===== config.mk =====
export PLATFORM = sky130hd
export DESIGN_NAME = image_stream_loader
export DESIGN_NICKNAME = d
export VERILOG_FILES = /design/src/rtl/image_stream_loader.sv
export SDC_FILE = /design/constraint.sdc
export NUM_CORES = 1
export LEC_CHECK = 0
export BUFFER_PORTS_ARGS = -buffer_cell sky130_fd_sc_hd__clkbuf_2
export CAP_MARGIN = 40
export CORE_AREA = 4 4 140 88
export DETAILED_ROUTE_END_ITERATION = 10
export DIE_AREA = 0 0 144 92
export HOLD_SLACK_MARGIN = 0.03
export PLACE_DENSITY = 0.85
export SLEW_MARGIN = 20
export SYNTH_ARGS = -nofsm -noshare
export SYNTH_HDL_FRONTEND = slang
export SYNTH_SLANG_ARGS = --single-unit
export TNS_END_PERCENT = 30

===== constraint.sdc =====
create_clock -name clk -period 3.3 [get_ports clk]
set_input_delay 0.66 -clock clk [delete_from_list [all_inputs] [get_ports clk]]
set_output_delay 0.66 -clock clk [all_outputs]
set_load 0.02 [all_outputs]

===== src/rtl/image_stream_loader.sv =====
// Frame loader: streams IMG_WIDTH*IMG_HEIGHT pixels from a 1-cycle-latency memory
// through a credit-controlled FIFO. Define LOADER_LAST_EN to add the out_last port.
module image_stream_loader #(
  parameter int DATA_WIDTH = 16,
  parameter int IMG_WIDTH  = 224,
  parameter int IMG_HEIGHT = 224,
  parameter int ADDR_WIDTH = 16,
  parameter int FIFO_DEPTH = 4
) (
  input  logic                  clk,
  input  logic                  rst_n,
  input  logic                  start,
  input  logic [ADDR_WIDTH-1:0] base_addr,
  output logic                  busy,
  output logic                  done,
  output logic                  mem_rd_en,
  output logic [ADDR_WIDTH-1:0] mem_rd_addr,
  input  logic [DATA_WIDTH-1:0] mem_rd_data,
  output logic [DATA_WIDTH-1:0] out_data,
  output logic                  out_valid,
  input  logic                  out_ready
`ifdef LOADER_LAST_EN
  ,
  output logic                  out_last
`endif
);

  localparam int TOTAL = IMG_WIDTH * IMG_HEIGHT;
  localparam int CW    = $clog2(TOTAL + 1);
  localparam int PW    = $clog2(FIFO_DEPTH);
  localparam int NW    = $clog2(FIFO_DEPTH + 1);
`ifdef LOADER_LAST_EN
  localparam int EW    = DATA_WIDTH + 1;
`else
  localparam int EW    = DATA_WIDTH;
`endif
  localparam logic [CW-1:0] TOTAL_C = CW'(TOTAL);
  localparam logic [CW-1:0] LAST_C  = CW'(TOTAL - 1);

  typedef enum logic [1:0] {S_IDLE, S_FETCH, S_DRAIN, S_DONE} state_t;

  state_t                r_state, w_next;
  logic [ADDR_WIDTH-1:0] r_base;
  logic [CW-1:0]         r_issued, r_sent;
  logic                  r_inflight;
  logic [EW-1:0]         r_fifo [FIFO_DEPTH];
  logic [PW-1:0]         r_wptr, r_rptr;
  logic [NW-1:0]         r_count;
  logic                  w_push, w_pop, w_credit;
  logic [EW-1:0]         w_wdata, w_head;

`ifdef LOADER_LAST_EN
  logic r_inflight_last;

  always_ff @(posedge clk or negedge rst_n) begin
    if (!rst_n) r_inflight_last <= 1'b0;
    else        r_inflight_last <= mem_rd_en && (r_issued == LAST_C);
  end

  assign w_wdata  = {r_inflight_last, mem_rd_data};
  assign out_last = out_valid & w_head[EW-1];
`else
  assign w_wdata  = mem_rd_data;
`endif

  // Reset clears r_inflight, so a read issued just before reset is never captured.
  always_ff @(posedge clk or negedge rst_n) begin
    if (!rst_n) begin
      r_state    <= S_IDLE;
      r_base     <= '0;
      r_issued   <= '0;
      r_sent     <= '0;
      r_inflight <= 1'b0;
    end else begin
      r_state    <= w_next;
      r_inflight <= mem_rd_en;
      if (r_state == S_IDLE && start) begin
        r_base   <= base_addr;
        r_issued <= '0;
        r_sent   <= '0;
      end else begin
        if (mem_rd_en) r_issued <= r_issued + CW'(1);
        if (w_pop)     r_sent   <= r_sent + CW'(1);
      end
    end
  end

  always_ff @(posedge clk or negedge rst_n) begin
    if (!rst_n) begin
      r_wptr  <= '0;
      r_rptr  <= '0;
      r_count <= '0;
    end else begin
      if (w_push) r_wptr <= r_wptr + PW'(1);
      if (w_pop)  r_rptr <= r_rptr + PW'(1);
      case ({w_push, w_pop})
        2'b10:   r_count <= r_count + NW'(1);
        2'b01:   r_count <= r_count - NW'(1);
        default: r_count <= r_count;
      endcase
    end
  end

  always_ff @(posedge clk) begin
    if (w_push) r_fifo[r_wptr] <= w_wdata;
  end

  // Credit counts the in-flight read so the FIFO can never overflow on capture.
  assign w_credit    = ({1'b0, r_count} + {{NW{1'b0}}, r_inflight}) < (NW+1)'(FIFO_DEPTH);
  assign mem_rd_en   = (r_state == S_FETCH) && (r_issued < TOTAL_C) && w_credit;
  assign mem_rd_addr = r_base + ADDR_WIDTH'(r_issued);
  assign w_push      = r_inflight;
  assign out_valid   = (r_count != '0);
  assign w_pop       = out_valid && out_ready;
  assign w_head      = r_fifo[r_rptr];
  assign out_data    = out_valid ? w_head[DATA_WIDTH-1:0] : '0;
  assign busy        = (r_state == S_FETCH) || (r_state == S_DRAIN);
  assign done        = (r_state == S_DONE);

  always_comb begin
    w_next = r_state;
    case (r_state)
      S_IDLE:  if (start) w_next = S_FETCH;
      S_FETCH: if (mem_rd_en && r_issued == LAST_C) w_next = S_DRAIN;
      S_DRAIN: if (r_count == '0 && !r_inflight && r_sent == TOTAL_C) w_next = S_DONE;
      S_DONE:  w_next = S_IDLE;
      default: w_next = S_IDLE;
    endcase
  end

endmodule


==> run metrics <==
status=finished, final reports clean; most numerous cell types in the synthesized netlist=sky130_fd_sc_hd__nand2_1, sky130_fd_sc_hd__edfxtp_1, sky130_fd_sc_hd__dfrtp_1; placeable core area=11070 um^2; WP data required=2.64 ns; post-synth design cell area=6008 um^2; fraction of synthesized cell area in xor and xnor cells=6.706%; combinational family with the most area after synthesis=simple AND/OR/NAND/NOR gates; number of vias after detailed routing=4186; number of enable-type register cells in the synthesized netlist=64; number of hold violations in the final report=0; Tmin final=3.164 ns; post-layout worst setup margin=0.1361 ns; total nets after synthesis=565; share of the yosys chip area belonging to registers=56.14%; combined global-route utilization of all metal layers=20.83%; Mapped Cells=499; type of origin of the critical path=flip-flop; final RePlAce weighted congestion=0.8648; Top Ports=72; worst flop-to-flop path startpoint=r_issued[10]$_DFFE_PN0P_; quantity of I/O buffers inserted on ports=71; maximum level of the CTS H-tree=4; met3 routed WL=808 um; met1 WL=6.089 mm; fin. max-slew vios=0; syn avg cell area=12.04 um^2; area delta synth->final=20.22%; half-perimeter wire length after detailed placement=8.747 mm; Yosys top cell area share=31.99%; portion of the clock cycle consumed by the worst path in the final layout=95.88%; DRC violation count after routing=0; uppermost layer routed=met4; initial cell density of the core=54.26%; global-route wire length before repair=21.26 mm; Cell Int Power=3320 uW; clock sink total=122; most area-consuming cells after synthesis=sky130_fd_sc_hd__edfxtp_1, sky130_fd_sc_hd__dfrtp_1, sky130_fd_sc_hd__mux4_2; worst stage delay on the critical path=0.43 ns; pre-CTS worst setup slack=0.2752 ns; flop-to-flop setup slack=0.77 ns; proportion of power drawn by the clock network=40.0%; compound-cell area share of the yosys netlist=6.726%; Warnings, synthesis=0; net switching share of the total power=29.24%; number of DRC markers in iteration 0=358; Sequential Power Share=38.8%; cell type with the largest total area after synthesis=sky130_fd_sc_hd__edfxtp_1; number of buffer and inverter instances along the worst setup path=2; Clock Latency Late Sink=0.41 ns; number of global-route vias before repair=4166; distinct cell type count after synthesis=56; slowest CP cell=sky130_fd_sc_hd__dfrtp_1; stages on the worst setup path=8; share of cell area taken by muxes after synthesis=6.581%; number of hold buffers added after CTS=0; length in cells of the worst reg-to-reg path=5; number of nets in the layout=651; net switching component of the power=1372 uW; relative contribution of combinational cells to total power=21.2%; clock tree from TritonCTS=done; static power due to leakage=0.003094 uW; synthesized-area fraction occupied by and/or/nand/nor cells=14.87%; Die Width=144 um; CP Launch Point=r_issued[4]$_DFFE_PN0P_; number of max-cap violations=0; fraction of final layout cells sized beyond drive strength 1=24.08%; Met2 Wirelength=6.047 mm; cells along the critical path=ha_1 -> o211ai_1 -> o21ai_0 -> buf_4 -> o2111ai_4 -> a31oi_1 -> xnor2_1 -> clkbuf_2; die area=13250 um^2; transition time at the pin with the least slew margin=0.8146 ns; worst-case clock skew=0.006999 ns; initial antenna violation count=0; antenna viol nets, final=0; Crit Reg-Reg Endpoint=r_state[1]$_DFFE_PN0P_; Site Rows=30; RSZ-0062 raised after global routing=true; CP endpoint kind=output pin; final core area utilization=65.23%; routed wirelength normalized by instance count=17.58 um; floorplan die height=92 um; Tightest Hold Check Type=input port to async pin; setup violation total in the final timing report=0; routed via count divided by cell count=5.642; arrival time at the worst endpoint=2.50 ns; flip-flop cell with the highest count after synthesis=sky130_fd_sc_hd__edfxtp_1; critical path type=flip-flop to output pin; fraction of the mapped netlist area in adder cells=6.497%; TritonCTS buffer count=17; register clock-pin slew on the reported worst setup and hold paths=0.06 ns; number of buffers on the longest clock path=2; fraction of registers with async set or reset after synthesis=47.54%; antenna diode instance count=0; post-synthesis register bit count=122; most repeated cell in the gate-level netlist after synthesis=sky130_fd_sc_hd__nand2_1; total wirelength of the detailed-routed design=13.05 mm; total power per unit cell area=649.6 nW/um^2; buffer cell driving the clock tree root=sky130_fd_sc_hd__clkbuf_16; maximum frequency from static timing analysis=316.1 MHz; fillcell total=762; top cell family by delay on the critical path=compound AO/OA/AOI/OAI gates; Max rail drop VDD=0.4155 mV; critical path peak fanout=5; Overflow after GRT=0; iteration count of the initial detailed-routing pass=5; largest net degree at the start of global routing=59; worst relative slew slack=45.69%
==> logic make-up (layout without fill, tap and decap cells) <==
| kind of cell | after synthesis | count (layout) |
|---|---|---|
| flip-flops | 122 | 122 |
| multiplexers | 19 | 19 |
| AO/OA/AOI/OAI | 59 | 59 |
| buffers and inverters | 35 | 134 |
| AND/OR/NAND/NOR | 188 | 188 |
| adder cells (fa/ha/maj) | 30 | 30 |
| XOR/XNOR | 46 | 46 |
==> routing by layer <==
layer,up-vias,global-route usage (%)
met5,-,0
met4,0,5.172
met3,11,6.462
met2,142,30.88
met1,2073,30.08
li1,1960,-
==> worst register-to-register path, stage by stage (launching register included) <==
cell,delay [ns]
sky130_fd_sc_hd__dfrtp_1,0.48
sky130_fd_sc_hd__nor4_1,0.57
sky130_fd_sc_hd__o211ai_1,0.40
sky130_fd_sc_hd__o41ai_2,0.43
sky130_fd_sc_hd__nand3_1,0.20
sky130_fd_sc_hd__mux2_4,0.33
==> metrics by stage <==
step | instances | cell area [um^2] | hold slack, ns | total power [uW] | setup TNS, ns
finish | 742 | 7223 | 0.3956 | 4692 | 0
global route | 742 | 7223 | 0.4301 | 4901 | -0.01256
CTS | 738 | 7149 | 0.4155 | 4716 | 0
detailed placement | 706 | 6535 | 0.4805 | 2832 | 0
global placement | 706 | 6535 | 0.4698 | 2803 | 0
floorplan | 499 | 6008 | 0.3644 | 2535 | 0
==> worst max path at each step <==
stage,to
floorplan,mem_rd_addr[14]
global placement,mem_rd_addr[14]
detailed placement,mem_rd_addr[14]
CTS,mem_rd_addr[14]
global route,mem_rd_addr[13]
finish,mem_rd_addr[15]
==> what timing repair did <==
action                                  in CTS  in global routing
pin swaps                                    1                  2
endpoints found under the setup margin       6                  8
resized for setup                            5                  8
buffers inserted                             0                  1
==> cell type report <==
class | count | area [um^2] | share of cell area [%]
flip-flops and latches | 122 | 3374 | 46.72
inverters | 18 | 67.56 | 0.9354
clock buffers | 18 | 429.2 | 5.941
well taps | 144 | 180.2 | 2.494
multi-input cells | 342 | 2521 | 34.90
clock inverters | 14 | 173.9 | 2.408
repair buffers | 84 | 476.7 | 6.600
==> registers in the layout, summed over array words and instances (netlist names) <==
name	cells
r_base	16
r_count	3
r_fifo	64
r_inflight	1
r_issued	16
r_rptr	2
r_sent	16
r_state	2
r_wptr	2
==> power groups by stage <==
stage          clock (uW)  sequential [uW]  combinational [uW]
4_1_cts              1890             1820                1010
2_1_floorplan           0             1760                 776
6_report             1870             1820                 995
5_1_grt              1980             1830                1090
3_5_place_dp            0             1840                 992
3_3_place_gp            0             1840                 967
==> layout by cell type (no fill, tap or decap), types with 16 or more instances in the layout <==
cell type,n
sky130_fd_sc_hd__nor2_1,39
sky130_fd_sc_hd__clkbuf_16,17
sky130_fd_sc_hd__xnor2_1,23
sky130_fd_sc_hd__dfrtp_1,57
sky130_fd_sc_hd__inv_1,18
sky130_fd_sc_hd__nor2b_1,16
sky130_fd_sc_hd__mux4_2,16
sky130_fd_sc_hd__nand2_1,75
sky130_fd_sc_hd__ha_1,27
sky130_fd_sc_hd__a21oi_1,16
sky130_fd_sc_hd__clkbuf_2,69
sky130_fd_sc_hd__xor2_1,23
sky130_fd_sc_hd__edfxtp_1,64
Note: power is estimated with default switching activity, not from simulation.
